<file path="config.mk">
export PLATFORM = sky130hd
export DESIGN_NAME = period_meter_flat
export DESIGN_NICKNAME = d
export VERILOG_FILES = /design/src/rtl/period_meter_pkg.sv /design/src/rtl/period_meter_if.sv /design/src/rtl/period_meter_sync_edge_det.sv /design/src/rtl/period_meter.sv /design/src/flat_wrapper.sv
export SDC_FILE = /design/constraint.sdc
export NUM_CORES = 1
export LEC_CHECK = 0
export ABC_AREA = 1
export CORE_UTILIZATION = 55
export DETAILED_ROUTE_END_ITERATION = 12
export PLACE_DENSITY_LB_ADDON = 0.2
export SLEW_MARGIN = 0
export SYNTH_ARGS = -nofsm -noshare
export SYNTH_HDL_FRONTEND = slang
export SYNTH_HIERARCHICAL = 1
export SYNTH_SLANG_ARGS = --single-unit
</file>
<file path="constraint.sdc">
create_clock -name clk -period 5.6 [get_ports clk]
set_input_delay 1.12 -clock clk [delete_from_list [all_inputs] [get_ports clk]]
set_output_delay 1.12 -clock clk [all_outputs]
set_load 0.1 [all_outputs]
</file>
<file path="src/rtl/period_meter_pkg.sv">
// Shared types and default parameters for the period meter: FSM state encoding
// and default widths/limits used by the interface and the top.
package period_meter_pkg;

  typedef enum logic [1:0] {
    ST_IDLE  = 2'd0,
    ST_HALF1 = 2'd1,
    ST_RUN   = 2'd2,
    ST_STALL = 2'd3
  } state_e;

  localparam int CNT_W_DEF       = 27;
  localparam int TIMEOUT_DEF     = 50_000_000;
  localparam int SYNC_STAGES_DEF = 2;

endpackage

</file>
<file path="src/rtl/period_meter_if.sv">
// Result channel of the period meter: valid/ready handshake plus measurement
// data and status flags.
interface period_meter_if
  import period_meter_pkg::*;
#(
  parameter int CNT_W = CNT_W_DEF
) ();

  logic             meas_valid;
  logic             meas_ready;
  logic [CNT_W-1:0] half_period;
  logic [CNT_W:0]   period;
  logic             stalled;
  logic             overrun;

  modport master (
    output meas_valid, half_period, period, stalled, overrun,
    input  meas_ready
  );

  modport slave (
    input  meas_valid, half_period, period, stalled, overrun,
    output meas_ready
  );

endinterface

</file>
<file path="src/rtl/period_meter_sync_edge_det.sv">
// Synchronizes a slow asynchronous input and emits a one-cycle strobe on
// every transition (rising or falling).
module sync_edge_det #(
  parameter int SYNC_STAGES = 2
) (
  input  logic clk,
  input  logic reset_n,
  input  logic async_in,
  output logic strobe
);

  logic [SYNC_STAGES-1:0] sync_r;
  logic                   hist_r;

  // synchronizer chain followed by one history flop for edge detection
  always_ff @(posedge clk) begin
    if (!reset_n) begin
      sync_r <= '0;
      hist_r <= 1'b0;
    end else begin
      sync_r <= {sync_r[SYNC_STAGES-2:0], async_in};
      hist_r <= sync_r[SYNC_STAGES-1];
    end
  end

  assign strobe = sync_r[SYNC_STAGES-1] ^ hist_r;

endmodule

</file>
<file path="src/rtl/period_meter.sv">
// Measures clk cycles between edges of a slow input, reporting the latest
// half-period and full period over a valid/ready channel, with stall detection.
module period_meter
  import period_meter_pkg::*;
#(
  parameter int CNT_W       = CNT_W_DEF,
  parameter int TIMEOUT     = TIMEOUT_DEF,
  parameter int SYNC_STAGES = SYNC_STAGES_DEF
) (
  input  logic clk,
  input  logic reset_n,
  input  logic sig_in,
  input  logic clear,
  period_meter_if.master meas
);

  localparam logic [CNT_W-1:0] ONE_C     = {{(CNT_W-1){1'b0}}, 1'b1};
  localparam logic [CNT_W-1:0] TIMEOUT_C = CNT_W'(TIMEOUT);

  logic             strobe_s;
  state_e           state_r;
  logic [CNT_W-1:0] cnt_r;
  logic [CNT_W-1:0] h_prev_r;

  sync_edge_det #(
    .SYNC_STAGES(SYNC_STAGES)
  ) u_sync_edge_det (
    .clk     (clk),
    .reset_n (reset_n),
    .async_in(sig_in),
    .strobe  (strobe_s)
  );

  // edge counter, measurement FSM, result capture and handshake
  always_ff @(posedge clk) begin
    if (!reset_n) begin
      state_r          <= ST_IDLE;
      cnt_r            <= '0;
      h_prev_r         <= '0;
      meas.meas_valid  <= 1'b0;
      meas.half_period <= '0;
      meas.period      <= '0;
      meas.stalled     <= 1'b0;
      meas.overrun     <= 1'b0;
    end else if (clear) begin
      // data outputs deliberately hold their last values across a clear
      state_r         <= ST_IDLE;
      cnt_r           <= '0;
      h_prev_r        <= '0;
      meas.meas_valid <= 1'b0;
      meas.stalled    <= 1'b0;
      meas.overrun    <= 1'b0;
    end else begin
      cnt_r <= strobe_s ? ONE_C : cnt_r + ONE_C;
      if (meas.meas_valid && meas.meas_ready) begin
        meas.meas_valid <= 1'b0;
      end
      case (state_r)
        ST_IDLE: begin
          if (strobe_s) begin
            state_r <= ST_HALF1;
          end
        end
        ST_HALF1: begin
          if (strobe_s) begin
            h_prev_r <= cnt_r;
            state_r  <= ST_RUN;
          end else if (cnt_r == TIMEOUT_C) begin
            meas.stalled <= 1'b1;
            state_r      <= ST_STALL;
          end
        end
        ST_RUN: begin
          if (strobe_s) begin
            meas.half_period <= cnt_r;
            meas.period      <= {1'b0, cnt_r} + {1'b0, h_prev_r};
            h_prev_r         <= cnt_r;
            meas.meas_valid  <= 1'b1;
            if (meas.meas_valid && !meas.meas_ready) begin
              meas.overrun <= 1'b1;
            end
          end else if (cnt_r == TIMEOUT_C) begin
            meas.stalled <= 1'b1;
            state_r      <= ST_STALL;
          end
        end
        ST_STALL: begin
          // the reviving edge starts a fresh measurement with no history
          if (strobe_s) begin
            meas.stalled <= 1'b0;
            h_prev_r     <= '0;
            state_r      <= ST_HALF1;
          end
        end
        default: begin
          state_r <= ST_IDLE;
        end
      endcase
    end
  end

endmodule

</file>
<file path="src/flat_wrapper.sv">
// flat-port wrapper written by rule: the top's interface ports become plain ports
module period_meter_flat import period_meter_pkg::*;
#(
  parameter int CNT_W       = CNT_W_DEF,
  parameter int TIMEOUT     = TIMEOUT_DEF,
  parameter int SYNC_STAGES = SYNC_STAGES_DEF
)
  (clk, reset_n, sig_in, clear, meas_meas_valid, meas_half_period, meas_period, meas_stalled, meas_overrun, meas_meas_ready);
  period_meter_if #(.CNT_W(CNT_W)) meas_i ();
  input  logic clk;
  input  logic reset_n;
  input  logic sig_in;
  input  logic clear;
  output wire logic [$bits(meas_i.meas_valid)-1:0] meas_meas_valid;
  output wire logic [$bits(meas_i.half_period)-1:0] meas_half_period;
  output wire logic [$bits(meas_i.period)-1:0] meas_period;
  output wire logic [$bits(meas_i.stalled)-1:0] meas_stalled;
  output wire logic [$bits(meas_i.overrun)-1:0] meas_overrun;
  input wire logic [$bits(meas_i.meas_ready)-1:0] meas_meas_ready;
  assign meas_meas_valid = meas_i.meas_valid;
  assign meas_half_period = meas_i.half_period;
  assign meas_period = meas_i.period;
  assign meas_stalled = meas_i.stalled;
  assign meas_overrun = meas_i.overrun;
  assign meas_i.meas_ready = meas_meas_ready;
  period_meter #(.CNT_W(CNT_W), .TIMEOUT(TIMEOUT), .SYNC_STAGES(SYNC_STAGES)) u_core (.clk(clk), .reset_n(reset_n), .sig_in(sig_in), .clear(clear), .meas(meas_i));
endmodule
</file>
==> metrics <==
wire length per cell after detailed routing 14.0 um; worst path cell trace clkdlybuf4s50_1 > buf_4 > inv_2 > nor2_1 > inv_2 > nor2_4 > inv_2 > a21oi_1; global routing usage summed across all routing layers 29.1%; length in cells of the worst reg-to-reg path 8; drt initial violations 447; slack of the worst reg-to-reg path 3120 ps; post-route antenna net violation count 0; total iterations of the first detailed-routing run 5; Final Setup Violations 0; vias post-DR 6672; core outline area 0.0117 mm^2; Area contributors post-synth dfxtp_1, nand2_1, inv_1, nor2_1, ha_1; mean instance size in the synthesized netlist 6.40 um^2; minimum clock period 3100 ps; first-pass GRT wire length 28800 um; number of nets produced by synthesis 1088; top achievable clock speed 0.323 GHz; CTS HTree Levels 4; mapped cell area 0.00671 mm^2; number of clock sinks seen by CTS 117; share of cells above drive strength 1 4.92%; total placed cells including tap cells 1228; maximum number of pins on one net before global-route repair 55; die span in y 112 um; vias in the first global route 5989; cells resized by post-CTS repair 0; Reg clk slew, reported paths 60 ps; Crit. End Element flop; result of the run complete, no violations; count of unresolved DRC violations after routing 0; Tightest Hold Check Type flop to flop; critical-path cell with the highest stage delay inv_2; worst reg2reg endpoint u_core/h_prev_r[24]; quantity of hold-fixing buffers added after cts 0; Post-Layout Cell Count 1260; fill count 1089; leakage power summed over all cells 3.61 nW; Max Root-Sink Buffers 2; global placement routability congestion 0.946; most frequent standard cell in the layout excluding fill and tap cells nand2_1; critical path data arrival time 3370 ps; number of buffers inserted during clock tree synthesis 17; worst-case clock skew 8.46 ps; HPWL after DPL 12900 um; layout overhead on the synthesized area 18.6%; Clk Tree Root Cell clkbuf_16; port buffer count 62; die footprint 0.0127 mm^2; unrepaired setup endpoints after global routing no; cell family contributing the most delay on the critical path buffers and inverters; overall overflow remaining after global route 0; power density over the cells 254 mW/mm^2; die width 112 um; vias per inst 5.30; critical path buffer and inverter count 5; initial antenna violation count 0; worst hold start u_core/u_sync_edge_det/sync_r[0]; maximum VDD drop 0.000274 V; YS warnings 6; Detailed Route WL 17600 um; WS Path Type primary input to flop; hold-critical path endpoint u_core/u_sync_edge_det/sync_r[1]; slowest stage delay, CP 490 ps; critical path required time 5880 ps; Placement Rows 39; FF+latch count, synth 117; most used cells in the layout excluding fill and tap cells nand2_1, inv_1, nor2_1, dfxtp_1, a21oi_1; Antenna Diode Count 0; post-synthesis cell count 1049; insertion delay of the later-clocked pin in the worst-skew pair 410 ps; proportion of synthesized chip area in sequential cells 34.9%; io pins 63; category of the worst setup path launch point primary input; Yosys cell types 33; clock tree from TritonCTS built; starting utilization of the core area 57.6%; Crit Path Max Fanout 36; fraction of post-synthesis cell area in the top cell type by area 34.9%; depth of the worst hold-timing path 2; Post CTS Setup Buffer Count 0; Reg2Reg Launch Point u_core/state_r[0]; Slew Limit Fails 0; Slew @ Worst Pin 1060 ps; max-capacitance violation count 0; cell type with the largest total area after synthesis dfxtp_1; Final Cycle Share 55.3%; Most common cell on crit path inv_2; nets 1143; Sum Neg Setup Slack 0 ps; tightest slew margin relative to the limit 29.5%; final hold viol count 0
## synthesized netlist by cell type (all sizes together)
master,number
o21ai,110
nor3b,4
nor2,151
or2,6
buf,20
xor2,13
a21o,3
xnor2,1
clkbuf,10
nand4,13
nor3,13
ha,33
a211oi,1
and2,4
nor4,1
inv,166
nand2,246
a21oi,75
nand3b,1
dfxtp,117
fa,1
o211ai,1
nand3,59
## worst max-delay path by stage
stage | start | end | slack [ps] | cells after the start
4_1_cts | u_core/meas.half_period[18] | meas_half_period[18] | 2530 | 1
5_1_grt | reset_n | u_core/cnt_r[10] | 2340 | 8
3_5_place_dp | reset_n | u_core/cnt_r[10] | 2120 | 8
2_1_floorplan | u_core/meas.overrun | meas_overrun | 3560 | 0
3_3_place_gp | reset_n | u_core/cnt_r[10] | 2140 | 8
6_report | reset_n | u_core/cnt_r[25] | 2500 | 8
## power breakdown
part / switching [W] / total [W] / internal, W
Clock: 0.000390 / 0.00101 / 0.000619
Sequential: 0.0000106 / 0.000859 / 0.000849
Combinational: 0.000107 / 0.000156 / 0.0000491
Total: 0.000508 / 0.00203 / 0.00152
## worst min-delay path: stages, from the launching register on
cell and delay, ps:
dfxtp_1 300, nand2_1 50, inv_1 30
## metrics by stage
step / area (um^2) / worst slack, ps / utilization [%] / power (W) / hold slack, ps
floorplan: 6710 / 3560 / - / 0.000995 / 386
global placement: 7410 / 2140 / 63.5 / 0.00103 / 394
detailed placement: 7410 / 2120 / 63.5 / 0.00103 / 402
CTS: 7960 / 2530 / 68.3 / 0.00204 / 434
finish: 7960 / 2500 / 68.3 / 0.00203 / 426
global route: 7960 / 2340 / 68.3 / 0.00210 / 465
## routing by layer
layer	up-vias	share of wire (%)	global-route usage, %
met4	0	3.9	15.3
li1	3439	-	-
met3	47	6.6	5.83
met5	-	0	0
met1	2937	46	38.1
met2	249	43	45.4
## flip-flops by register name, summed over array words and instances (netlist names)
signal	cells
u_core/meas.half_period	27
u_core/state_r	2
u_core/cnt_r	27
u_core/meas.period	28
u_core/u_sync_edge_det/sync_r	2
u_core/meas.overrun	1
u_core/h_prev_r	27
u_core/u_sync_edge_det/hist_r	1
u_core/meas.meas_valid	1
u_core/meas.stalled	1
## layout make-up
| type | instances | area [um^2] | area share (%) |
|---|---|---|---|
| sequential | 117 | 2340 | 29.4 |
| tap | 143 | 179 | 2.25 |
| timing repair buffer | 66 | 651 | 8.17 |
| inverter | 166 | 623 | 7.83 |
| clock buffer | 20 | 447 | 5.61 |
| multi-input combinational | 736 | 3610 | 45.4 |
| clock inverter | 12 | 106 | 1.34 |
## logic make-up after synthesis
| kind of cell | after synthesis | share of synthesized area, % |
|---|---|---|
| compound gates | 190 | 14.4 |
| flops | 117 | 34.9 |
| simple gates | 498 | 31.1 |
| xor+xnor | 14 | 1.83 |
| buf+inv | 196 | 11.3 |
| fa+ha+maj | 34 | 6.45 |
No activity file was read; power rests on OpenSTA's default activity.
